**src/rtl/seq_det_pkg.sv**
```systemverilog
// -----------------------------------------------------------------------------
// seq_det_pkg
// Shared definitions for the streaming serial pattern detector:
//   - state_e      : serializer FSM states (ST_IDLE, ST_SHIFT)
//   - DEF_PATTERN  : pattern loaded at reset (the classic 10010 sequence)
//   - DEF_LEN      : pattern length loaded at reset
//   - len_mask()   : returns a mask with the low 'len' bits set
// -----------------------------------------------------------------------------
package seq_det_pkg;

  typedef enum logic [0:0] {
    ST_IDLE  = 1'b0,
    ST_SHIFT = 1'b1
  } state_e;

  localparam logic [4:0]  DEF_PATTERN = 5'b10010;
  localparam int unsigned DEF_LEN     = 5;

  // Low 'len' bits set; saturates to all ones for len >= 32.
  function automatic logic [31:0] len_mask(input logic [31:0] len);
    if (len >= 32'd32) begin
      return '1;
    end
    return (32'd1 << len) - 32'd1;
  endfunction

endpackage

```
**src/rtl/seq_det_match.sv**
```systemverilog
// -----------------------------------------------------------------------------
// seq_det_match
// Programmable serial pattern matcher. Collects the incoming bit stream into a
// history register, tracks how many valid bits are in the history (fill),
// compares the newest i_len bits against i_pattern and emits a registered
// one-cycle match pulse the cycle after the final pattern bit.
//
// Ports:
//   clk          in   clock, rising edge
//   i_rst_n      in   asynchronous active-low reset
//   i_bit_valid  in   i_bit is meaningful this cycle
//   i_bit        in   serial bit (newest)
//   i_clr_hist   in   clear history and fill (configuration change)
//   i_pattern    in   pattern, bit[len-1] is the oldest bit
//   i_len        in   active pattern length, already in 1..PAT_W
//   i_overlap    in   1 = keep fill after a hit (overlapping matches)
//   o_match      out  one-cycle match pulse
// -----------------------------------------------------------------------------
module seq_det_match
  import seq_det_pkg::*;
#(
  parameter int PAT_W = 5,
  parameter int LEN_W = 3
) (
  input  logic             clk,
  input  logic             i_rst_n,
  input  logic             i_bit_valid,
  input  logic             i_bit,
  input  logic             i_clr_hist,
  input  logic [PAT_W-1:0] i_pattern,
  input  logic [LEN_W-1:0] i_len,
  input  logic             i_overlap,
  output logic             o_match
);

  // Only PAT_W-1 old bits need to be stored: together with the incoming bit
  // they form the full PAT_W-bit compare window.
  logic [PAT_W-2:0] r_hist;
  logic [LEN_W-1:0] r_fill;
  logic             r_match;

  logic [PAT_W-1:0] w_hist_next;
  logic [LEN_W-1:0] w_fill_next;
  logic             w_hit;

  assign w_hist_next = {r_hist, i_bit};
  assign w_fill_next = (r_fill >= LEN_W'(PAT_W)) ? LEN_W'(PAT_W) : r_fill + LEN_W'(1);
  assign w_hit       = i_bit_valid && (w_fill_next >= i_len) &&
                       (((32'(w_hist_next ^ i_pattern)) & len_mask(32'(i_len))) == 32'd0);

  always_ff @(posedge clk or negedge i_rst_n) begin
    if (!i_rst_n) begin
      r_hist  <= '0;
      r_fill  <= '0;
      r_match <= 1'b0;
    end else if (i_clr_hist) begin
      r_hist  <= '0;
      r_fill  <= '0;
      r_match <= 1'b0;
    end else begin
      r_match <= w_hit;
      if (i_bit_valid) begin
        r_hist <= w_hist_next[PAT_W-2:0];
        // Without overlap a hit consumes its bits: the next match needs a
        // full pattern length of fresh bits.
        r_fill <= (w_hit && !i_overlap) ? '0 : w_fill_next;
      end
    end
  end

  assign o_match = r_match;

endmodule

```
**src/rtl/seq_det_ctrl.sv**
```systemverilog
// -----------------------------------------------------------------------------
// seq_det_ctrl
// Streaming controller for the serial pattern detector. Accepts bytes over a
// valid/ready handshake, serializes them MSB-first into seq_det_match, counts
// matches (saturating) and raises a sticky threshold interrupt.
//
// Ports:
//   clk          in   clock, rising edge
//   rst          in   asynchronous active-low reset
//   s_valid      in   producer word valid
//   s_data       in   producer word (DATA_W)
//   s_ready      out  controller accepts a word this cycle
//   cfg_we       in   write pattern configuration (IDLE, no handshake only)
//   cfg_pattern  in   pattern bits, bit[len-1] is the first bit
//   cfg_len      in   active pattern length
//   cfg_overlap  in   1 = overlapping matches allowed
//   cfg_thresh   in   interrupt threshold, 0 = irq disabled
//   clr          in   clear match_cnt and irq
//   bit_out      out  current serialized bit
//   bit_valid    out  bit_out meaningful this cycle
//   match        out  one-cycle match pulse
//   match_cnt    out  saturating match count
//   irq          out  sticky threshold interrupt
//   cfg_err      out  (SEQ_DET_CFG_CHK_EN only) rejected configuration write
//
// Build option SEQ_DET_CFG_CHK_EN: when defined, writes with an out-of-range
// length or while busy are rejected and flagged on cfg_err. When undefined,
// out-of-range lengths clamp to PAT_W and busy writes are silently dropped.
// -----------------------------------------------------------------------------
module seq_det_ctrl
  import seq_det_pkg::*;
#(
  parameter int DATA_W = 8,
  parameter int PAT_W  = 5,
  parameter int CNT_W  = 8
) (
  input  logic                       clk,
  input  logic                       rst,
  input  logic                       s_valid,
  input  logic [DATA_W-1:0]          s_data,
  output logic                       s_ready,
  input  logic                       cfg_we,
  input  logic [PAT_W-1:0]           cfg_pattern,
  input  logic [$clog2(PAT_W+1)-1:0] cfg_len,
  input  logic                       cfg_overlap,
  input  logic [CNT_W-1:0]           cfg_thresh,
  input  logic                       clr,
  output logic                       bit_out,
  output logic                       bit_valid,
  output logic                       match,
  output logic [CNT_W-1:0]           match_cnt,
  output logic                       irq
`ifdef SEQ_DET_CFG_CHK_EN
  ,
  output logic                       cfg_err
`endif
);

  localparam int LEN_W = $clog2(PAT_W + 1);
  localparam int IDX_W = (DATA_W > 1) ? $clog2(DATA_W) : 1;

  state_e            r_state;
  logic [DATA_W-1:0] r_shreg;
  logic [IDX_W-1:0]  r_bit_idx;

  logic [PAT_W-1:0]  r_pattern;
  logic [LEN_W-1:0]  r_len;
  logic              r_overlap;
  logic [CNT_W-1:0]  r_thresh;

  logic [CNT_W-1:0]  r_cnt;
  logic              r_irq;

  logic              w_last;
  logic              w_hs;
  logic              w_len_bad;
  logic              w_cfg_ok;
  logic              w_cfg_acc;
  logic [LEN_W-1:0]  w_len_eff;
  logic              w_match;
  logic [CNT_W-1:0]  w_cnt_next;

  // Ready is raised on the last bit of a word too, so a waiting producer
  // reloads the shifter with no bubble between words.
  assign w_last    = (r_state == ST_SHIFT) && (r_bit_idx == IDX_W'(DATA_W - 1));
  assign s_ready   = (r_state == ST_IDLE) || w_last;
  assign w_hs      = s_valid && s_ready;
  assign bit_valid = (r_state == ST_SHIFT);
  assign bit_out   = r_shreg[DATA_W-1];

  assign w_len_bad = (cfg_len == '0) || (cfg_len > LEN_W'(PAT_W));
  // Config may only change while the matcher is quiet and no word is offered.
  assign w_cfg_ok  = (r_state == ST_IDLE) && !s_valid;

`ifdef SEQ_DET_CFG_CHK_EN
  assign w_cfg_acc = cfg_we && w_cfg_ok && !w_len_bad;
  assign w_len_eff = cfg_len;
`else
  assign w_cfg_acc = cfg_we && w_cfg_ok;
  assign w_len_eff = w_len_bad ? LEN_W'(PAT_W) : cfg_len;
`endif

  // Serializer FSM
  always_ff @(posedge clk or negedge rst) begin
    if (!rst) begin
      r_state   <= ST_IDLE;
      r_shreg   <= '0;
      r_bit_idx <= '0;
    end else begin
      case (r_state)
        ST_IDLE: begin
          if (w_hs) begin
            r_shreg   <= s_data;
            r_bit_idx <= '0;
            r_state   <= ST_SHIFT;
          end
        end
        ST_SHIFT: begin
          if (w_last) begin
            if (s_valid) begin
              r_shreg   <= s_data;
              r_bit_idx <= '0;
            end else begin
              r_shreg <= {r_shreg[DATA_W-2:0], 1'b0};
              r_state <= ST_IDLE;
            end
          end else begin
            r_shreg   <= {r_shreg[DATA_W-2:0], 1'b0};
            r_bit_idx <= r_bit_idx + IDX_W'(1);
          end
        end
        default: r_state <= ST_IDLE;
      endcase
    end
  end

  // Configuration registers
  always_ff @(posedge clk or negedge rst) begin
    if (!rst) begin
      r_pattern <= PAT_W'(DEF_PATTERN);
      r_len     <= LEN_W'(DEF_LEN);
      r_overlap <= 1'b1;
      r_thresh  <= '0;
    end else if (w_cfg_acc) begin
      r_pattern <= cfg_pattern;
      r_len     <= w_len_eff;
      r_overlap <= cfg_overlap;
      r_thresh  <= cfg_thresh;
    end
  end

`ifdef SEQ_DET_CFG_CHK_EN
  logic r_cfg_err;

  always_ff @(posedge clk or negedge rst) begin
    if (!rst) begin
      r_cfg_err <= 1'b0;
    end else if (cfg_we) begin
      r_cfg_err <= !w_cfg_acc;
    end else if (clr) begin
      r_cfg_err <= 1'b0;
    end
  end

  assign cfg_err = r_cfg_err;
`endif

  seq_det_match #(
    .PAT_W (PAT_W),
    .LEN_W (LEN_W)
  ) u_match (
    .clk         (clk),
    .i_rst_n     (rst),
    .i_bit_valid (bit_valid),
    .i_bit       (bit_out),
    .i_clr_hist  (w_cfg_acc),
    .i_pattern   (r_pattern),
    .i_len       (r_len),
    .i_overlap   (r_overlap),
    .o_match     (w_match)
  );

  assign w_cnt_next = !w_match          ? r_cnt :
                      (r_cnt == '1)     ? r_cnt : r_cnt + CNT_W'(1);

  // Match counter and sticky interrupt; clr wins over a coincident match.
  always_ff @(posedge clk or negedge rst) begin
    if (!rst) begin
      r_cnt <= '0;
      r_irq <= 1'b0;
    end else if (clr) begin
      r_cnt <= '0;
      r_irq <= 1'b0;
    end else begin
      r_cnt <= w_cnt_next;
      if ((r_thresh != '0) && (w_cnt_next >= r_thresh)) begin
        r_irq <= 1'b1;
      end
    end
  end

  assign match     = w_match;
  assign match_cnt = r_cnt;
  assign irq       = r_irq;

endmodule

```
**config.mk**
```make
export PLATFORM = sky130hd
export DESIGN_NAME = seq_det_ctrl
export DESIGN_NICKNAME = d
export VERILOG_FILES = /design/src/rtl/seq_det_pkg.sv /design/src/rtl/seq_det_match.sv /design/src/rtl/seq_det_ctrl.sv
export SDC_FILE = /design/constraint.sdc
export NUM_CORES = 1
export LEC_CHECK = 0
export ABC_AREA = 1
export ABC_CLOCK_PERIOD_IN_PS = 1900
export CAP_MARGIN = 0
export CORE_AREA = 4 4 84 101
export DETAILED_ROUTE_END_ITERATION = 8
export DIE_AREA = 0 0 88 105
export DONT_BUFFER_PORTS = 1
export GPL_ROUTABILITY_DRIVEN = 0
export MAX_ROUTING_LAYER = met4
export PLACE_DENSITY = 0.54
export SLEW_MARGIN = 20
export SYNTH_ARGS = -nofsm -noshare
export SYNTH_HDL_FRONTEND = slang
export SYNTH_SLANG_ARGS = --single-unit
```
**constraint.sdc**
```tcl
create_clock -name clk -period 1.9 [get_ports clk]
set_input_delay 0.38 -clock clk [delete_from_list [all_inputs] [get_ports clk]]
set_output_delay 0.38 -clock clk [all_outputs]
set_load 0.005 [all_outputs]
```
# ---- Word level (Yosys, flattened, before mapping)
# Cells that the tools add are included.
dict set report word_totals {
  wordCells 71
  register_bits 46
  output_inout_bits 13
  input_bits 30
}
dict set report classes {
  bitwise 3
  n_reduce_logical 18
  eq_ne 4
  n_addsub 4
  n_mux 25
  shift 1
  order_cmp 4
}
# operator count
set op_table {}
lappend op_table {{$mux 8} 6}
lappend op_table {{$and 32x32->32} 1}
lappend op_table {{$logic_not 32->1} 1}
lappend op_table {{$shl 1x3->32 const A} 1}
lappend op_table {{$sub 32x1->32 const B} 1}
lappend op_table {{$mux 3} 8}
lappend op_table {{$pmux 8 s2} 1}
lappend op_table {{$add 8x1->8 const B} 1}
lappend op_table {{$eq 8x8->1 const B} 1}
lappend op_table {{$ge 8x8->1} 1}
lappend op_table {{$logic_and 1x1->1} 8}
lappend op_table {{$mux 4} 2}
lappend op_table {{$reduce_bool 8->1} 1}
lappend op_table {{$add 3x1->3 const B} 2}
lappend op_table {{$mux 1} 6}
lappend op_table {{$pmux 3 s2} 1}
lappend op_table {{$xor 5x5->5} 1}
lappend op_table {{$reduce_bool 2->1} 2}
lappend op_table {{$eq 3x3->1 const B} 1}
lappend op_table {{$ge 3x3->1} 1}
lappend op_table {{$ge 3x3->1 const B} 1}
lappend op_table {{$gt 3x3->1 const B} 1}
lappend op_table {{$logic_not 3->1} 1}
lappend op_table {{$ne 3x3->1 const B} 1}
lappend op_table {{6 further kinds} 8}

# ---- Depth between registers and ports, before layout
dict set report logic_depth {
  depth_word 9
  depth_mapped 18
  ltp_nobuf 18
}

# ---- Modules after synthesis
# From an unflattened synthesis, not the netlist that was laid out.
dict set report unflattened {
  hier_cells 341
  hier_area_um2 2647.5
}
# mod seq_area_each_um2 area_each_um2 cells_each n_inst
set by_module_without_submodules {}
lappend by_module_without_submodules {seq_det_ctrl 957.2 1998.2 243 1}
lappend by_module_without_submodules {seq_det_match 200.2 649.4 98 1}

# ---- Worst setup path before layout
# No wires, ideal clock.
dict set report synth_path {
  path_type {reg2reg}
  startpoint {register r_cnt[0] (netlist: match_cnt[0])}
  endpoint {register r_irq (netlist: irq)}
  t_arrival_ps 2055
  path_stages_with_launch 19
  setup_time_ps 78
  path_buffers 0
  path_slack_ps -233
  period_less_slack_ps 2133
  required_time_ps 1822
  path_cell_list {dfrtp_1 ha_1 nand2_1 nor2_2 nand2_2 nor2_4 nor2_2 or2_0 o21ai_2 inv_1 ha_1 inv_1 o21bai_1 nand2_1 nand2_1 nand2_1 nand3_1 nand2_1 a21oi_1}
}
dict set report synth_between {
  elab_chain_len 6
  word_cells_on_any_way 7
  classes_between {1 x add/sub; 1 x order compare; 1 x eq/ne; 2 x mux; 2 x reduce/logical}
}
# element line_no
set synth_lines {}
lappend synth_lines {{start, declared} seq_det_ctrl.sv:71} ;# logic [CNT_W-1:0] r_cnt;
lappend synth_lines {{start signal, assigned} seq_det_ctrl.sv:195} ;# r_cnt <= w_cnt_next;
lappend synth_lines {{$add 8x1->8 / $eq 8x8->1 (equally long branches)} seq_det_ctrl.sv:184} ;# (r_cnt == '1) ? r_cnt : r_cnt + CNT_W'(1);
lappend synth_lines {{$mux 8} seq_det_ctrl.sv:184}
lappend synth_lines {{$mux 8 (*)} seq_det_ctrl.sv:183} ;# assign w_cnt_next = !w_match ? r_cnt :
lappend synth_lines {{$ge 8x8->1 (*)} seq_det_ctrl.sv:196} ;# if ((r_thresh != '0) && (w_cnt_next >= r_thresh)) begin
lappend synth_lines {{$logic_and 1x1->1 (*)} seq_det_ctrl.sv:196}
lappend synth_lines {{$reduce_bool 2->1 (no source line) (*)} n/a}
lappend synth_lines {{end signal, assigned} seq_det_ctrl.sv:190} ;# r_irq <= 1'b0;
lappend synth_lines {{end signal, assigned} seq_det_ctrl.sv:193} ;# r_irq <= 1'b0;
lappend synth_lines {{end signal, assigned} seq_det_ctrl.sv:197} ;# r_irq <= 1'b1;
lappend synth_lines {{end, declared} seq_det_ctrl.sv:72} ;# logic r_irq;
# Mark *: on every way between the ends. The rest lies on a longest branch, timed or not.
# A chain may end at the register's enable or synchronous reset.

# ---- Final worst setup path
# Same ends and word-level chain as after synthesis.

==> results.toml <==
[global_route]
grtUsageMet3 = 0.0300
grt_pass1_vias = 2171
use_met1 = 0.150
busiest_layer = "met2"
overflow = 0
use_met2 = 0.235
grt_max_degree = 47
grt_use_total = 0.134
antenna_found_initial = 0
grt_pass1_wl_um = 9620

[timing]
fmax_mhz = 447
setup-tns-final_ns = -0.800
fin_crit_sh = 1.18
fin_crit_ns = 2.24
hold_viol = 0
skew_ns = 0.00598
max_slew.worst_pin.slew_ns = 0.359
worst_slack_ns = -0.335
setup_viol = 5
relSlewSlack = 0.760
rsz0062_at_grt = "yes"
finalMaxSlewViolations = 0

[clock_network]
tritoncts = "done"
cts_root_buffer = "clkbuf_8"
cts_sinks = 46
path_clk_slew_ns = 0.08
clock_latency_ns = 0.30
numCtsBuffers = 5
ctsHtreeMaxLevel = 2
clockBufferDepth = 2

[logic_synthesis]
synth_edf_count = 0
synth_area_mm2 = 0.00257
ys.flop_type = "dfrtp_1"
yosysSeqAreaShare = 0.451
yosysWarnings = 0
async_flop_share = 1.00
syn_nets = 371
ys_ff_latch = 46
synth_area_per_cell_um2 = 7.92
synthCells = 324
ys_types = 31

[critical_path]
startpoint = "match_cnt[0]"
critical_path_arrival_ns = 2.46
reg2reg_depth = 18
endpoint_kind = "register"
crit_end = "irq"
critPathRequiredTime_ns = 2.13
critPathMaxStageDelay_ns = 0.35
crit_path_start_kind = "register"
path_max_fanout = 5
r2r-start = "match_cnt[0]"
critPathKind = "reg2reg"
worstPathCellList = "ha_1, nand2_1, nor2_2, nand2_2, nor2_4, nor2_4, or2_0, o21ai_2, inv_2, ha_4, inv_1, o21bai_1, nand2_1, nand2_1, nand2_1, nand3_1, nand2_1, a21oi_2"
reg2reg_slack_ns = -0.34
reg2reg_to = "irq"
critPathMostFrequentCell = "nand2_1"
cpMaxStageDelayCell = "dfrtp_1"

[final_layout]
layout.cells.most_common_list = "74 x nand2_1, 53 x inv_1, 41 x dfrtp_1, 30 x o21ai_0, 24 x buf_4"
final-seq-area_mm2 = 0.00116
fillers = 787
nets = 399
multiInputGateArea_mm2 = 0.00124
areaGrowthSynthToFinish_pct = 20.2
n_antenna_cell = 0
final_common_cell = "nand2_1"
fin_cells = 445
drive_above_1_share = 0.204
postLayoutCoreUtil = 0.407
fin_area_mm2 = 0.00309

[power_and_ir_drop]
switching_share = 0.398
power_density_mw_per_mm2 = 1530
power_frac_comb = 0.498
p_leak_nw = 1.56
peakVddDrop_mv = 0.793
p_int_w = 0.00285
clock_power_share = 0.144
switchingPower_w = 0.00189
seq_power_share = 0.357

[route]
viasPerCell = 4.78
vias = 2127
wirelength_um = 5670
route.detailed.drc = 0
drt_iter0_drc = 74
postRouteAntennaNets = 0
post_drt_wl_per_cell_um = 12.7
dr.pass1.iters = 4

[job]
drv_cap = 0

[hold_path]
min_path_type = "in2reg"

[outcome]
violations = "negative setup slack"
status = "finished, violations left"

[floorplanning]
num_io_pins = 43
fp.dieW_um = 88
dieHeight_um = 105
num_rows = 35
die-area_mm2 = 0.00924
start_util = 0.339
core_area_mm2 = 0.00758

[place]
dpl-instance-area_mm2 = 0.00284
port_buffers = 0
place_inst = 434
dpl.hpwl_um = 4390
[per-layer routing]
metal	vias up	routed length [µm]	share of wire
met3	7	316	0.056
li1	1082	-	-
met1	1000	2270	0.40
met4	0	91	0.016
met5	-	0	0
met2	38	2990	0.53
[repair_timing]
action                                 4_1_cts  5_1_grt
setup endpoints to repair                    5        6
endpoints found under the hold margin       46        0
hold buffers                                 2        0
pin swaps                                    6       10
gates resized for setup                     11       13
setup buffers                                1        2
[area by class of cell]
type                    count  area share
well taps                  92      0.0373
repair buffers             27      0.0770
multi-input cells         211       0.401
flip-flops and latches     46       0.375
clock buffers               8      0.0357
inverters                  61      0.0742
[state kept, by name, indices dropped and copies added, names as in the netlist]
register and flops:
r_thresh 8, r_overlap 1, irq 1, u_match.r_hist 4, match_cnt 8, r_len 3
bit_valid 1, r_bit_idx 3, r_pattern 5, u_match.r_fill 3, r_shreg 8, u_match.o_match 1
[synth_stat cells, types with 2 or more instances]
library cell	count	area, µm²
nand2_1	80	300
inv_1	58	218
dfrtp_1	41	1030
o21ai_0	31	155
nor2_1	23	86.3
ha_1	17	213
nand3_1	17	85.1
o211ai_1	8	60.1
a21oi_1	6	30.0
dfstp_2	5	131
buf_2	4	20.0
nand4_1	4	25.0
o22ai_1	4	25.0
inv_2	3	11.3
nor2_2	3	18.8
xor2_1	3	26.3
nor4_1	2	12.5
xnor2_1	2	17.5
[worst min-delay path by stage]
stage          cells after the start  slack (ns)  from            to
6_report                           1        0.13   clr           irq
5_1_grt                            1        0.12   clr           irq
4_1_cts                            1        0.12   clr           irq
3_5_place_dp                       0        0.09   rst  r_bit_idx[1]
3_3_place_gp                       0        0.09   rst  r_bit_idx[1]
2_1_floorplan                      0        0.08   rst     bit_valid
[power by group through the flow]
stage | sequential (W) | clock (W) | combinational, W
after floorplan | 0.00167 | 0 | 0.00150
after global placement | 0.00170 | 0 | 0.00207
after detailed placement | 0.00171 | 0 | 0.00213
after CTS | 0.00170 | 0.000706 | 0.00228
after global routing | 0.00176 | 0.000745 | 0.00275
final | 0.00169 | 0.000683 | 0.00236
[stage by stage]
step	hold WS, ns	power (W)	worst slack, ns
2_1_floorplan	0.0844	0.00317	-0.233
3_3_place_gp	0.0864	0.00377	-0.212
3_5_place_dp	0.0861	0.00384	-0.332
4_1_cts	0.123	0.00468	-0.333
5_1_grt	0.116	0.00526	-0.534
6_report	0.133	0.00474	-0.335
[kinds of logic after synthesis]
kind of cell,Yosys count,synth area share
simple gates,134,0.221
fa+ha+maj,17,0.0828
buf+inv,67,0.101
flops,46,0.451
compound gates,55,0.127
xor+xnor,5,0.0171
[critical path: cells and delay by family, from the launching register on]
family / cells / cell delay (ns)
buffers and inverters: 2 / 0.09
adder cells (fa/ha/maj): 2 / 0.42
AO/OA/AOI/OAI: 3 / 0.30
flip-flops: 1 / 0.35
AND/OR/NAND/NOR: 11 / 1.01
Note: power is estimated with default switching activity, not from simulation.
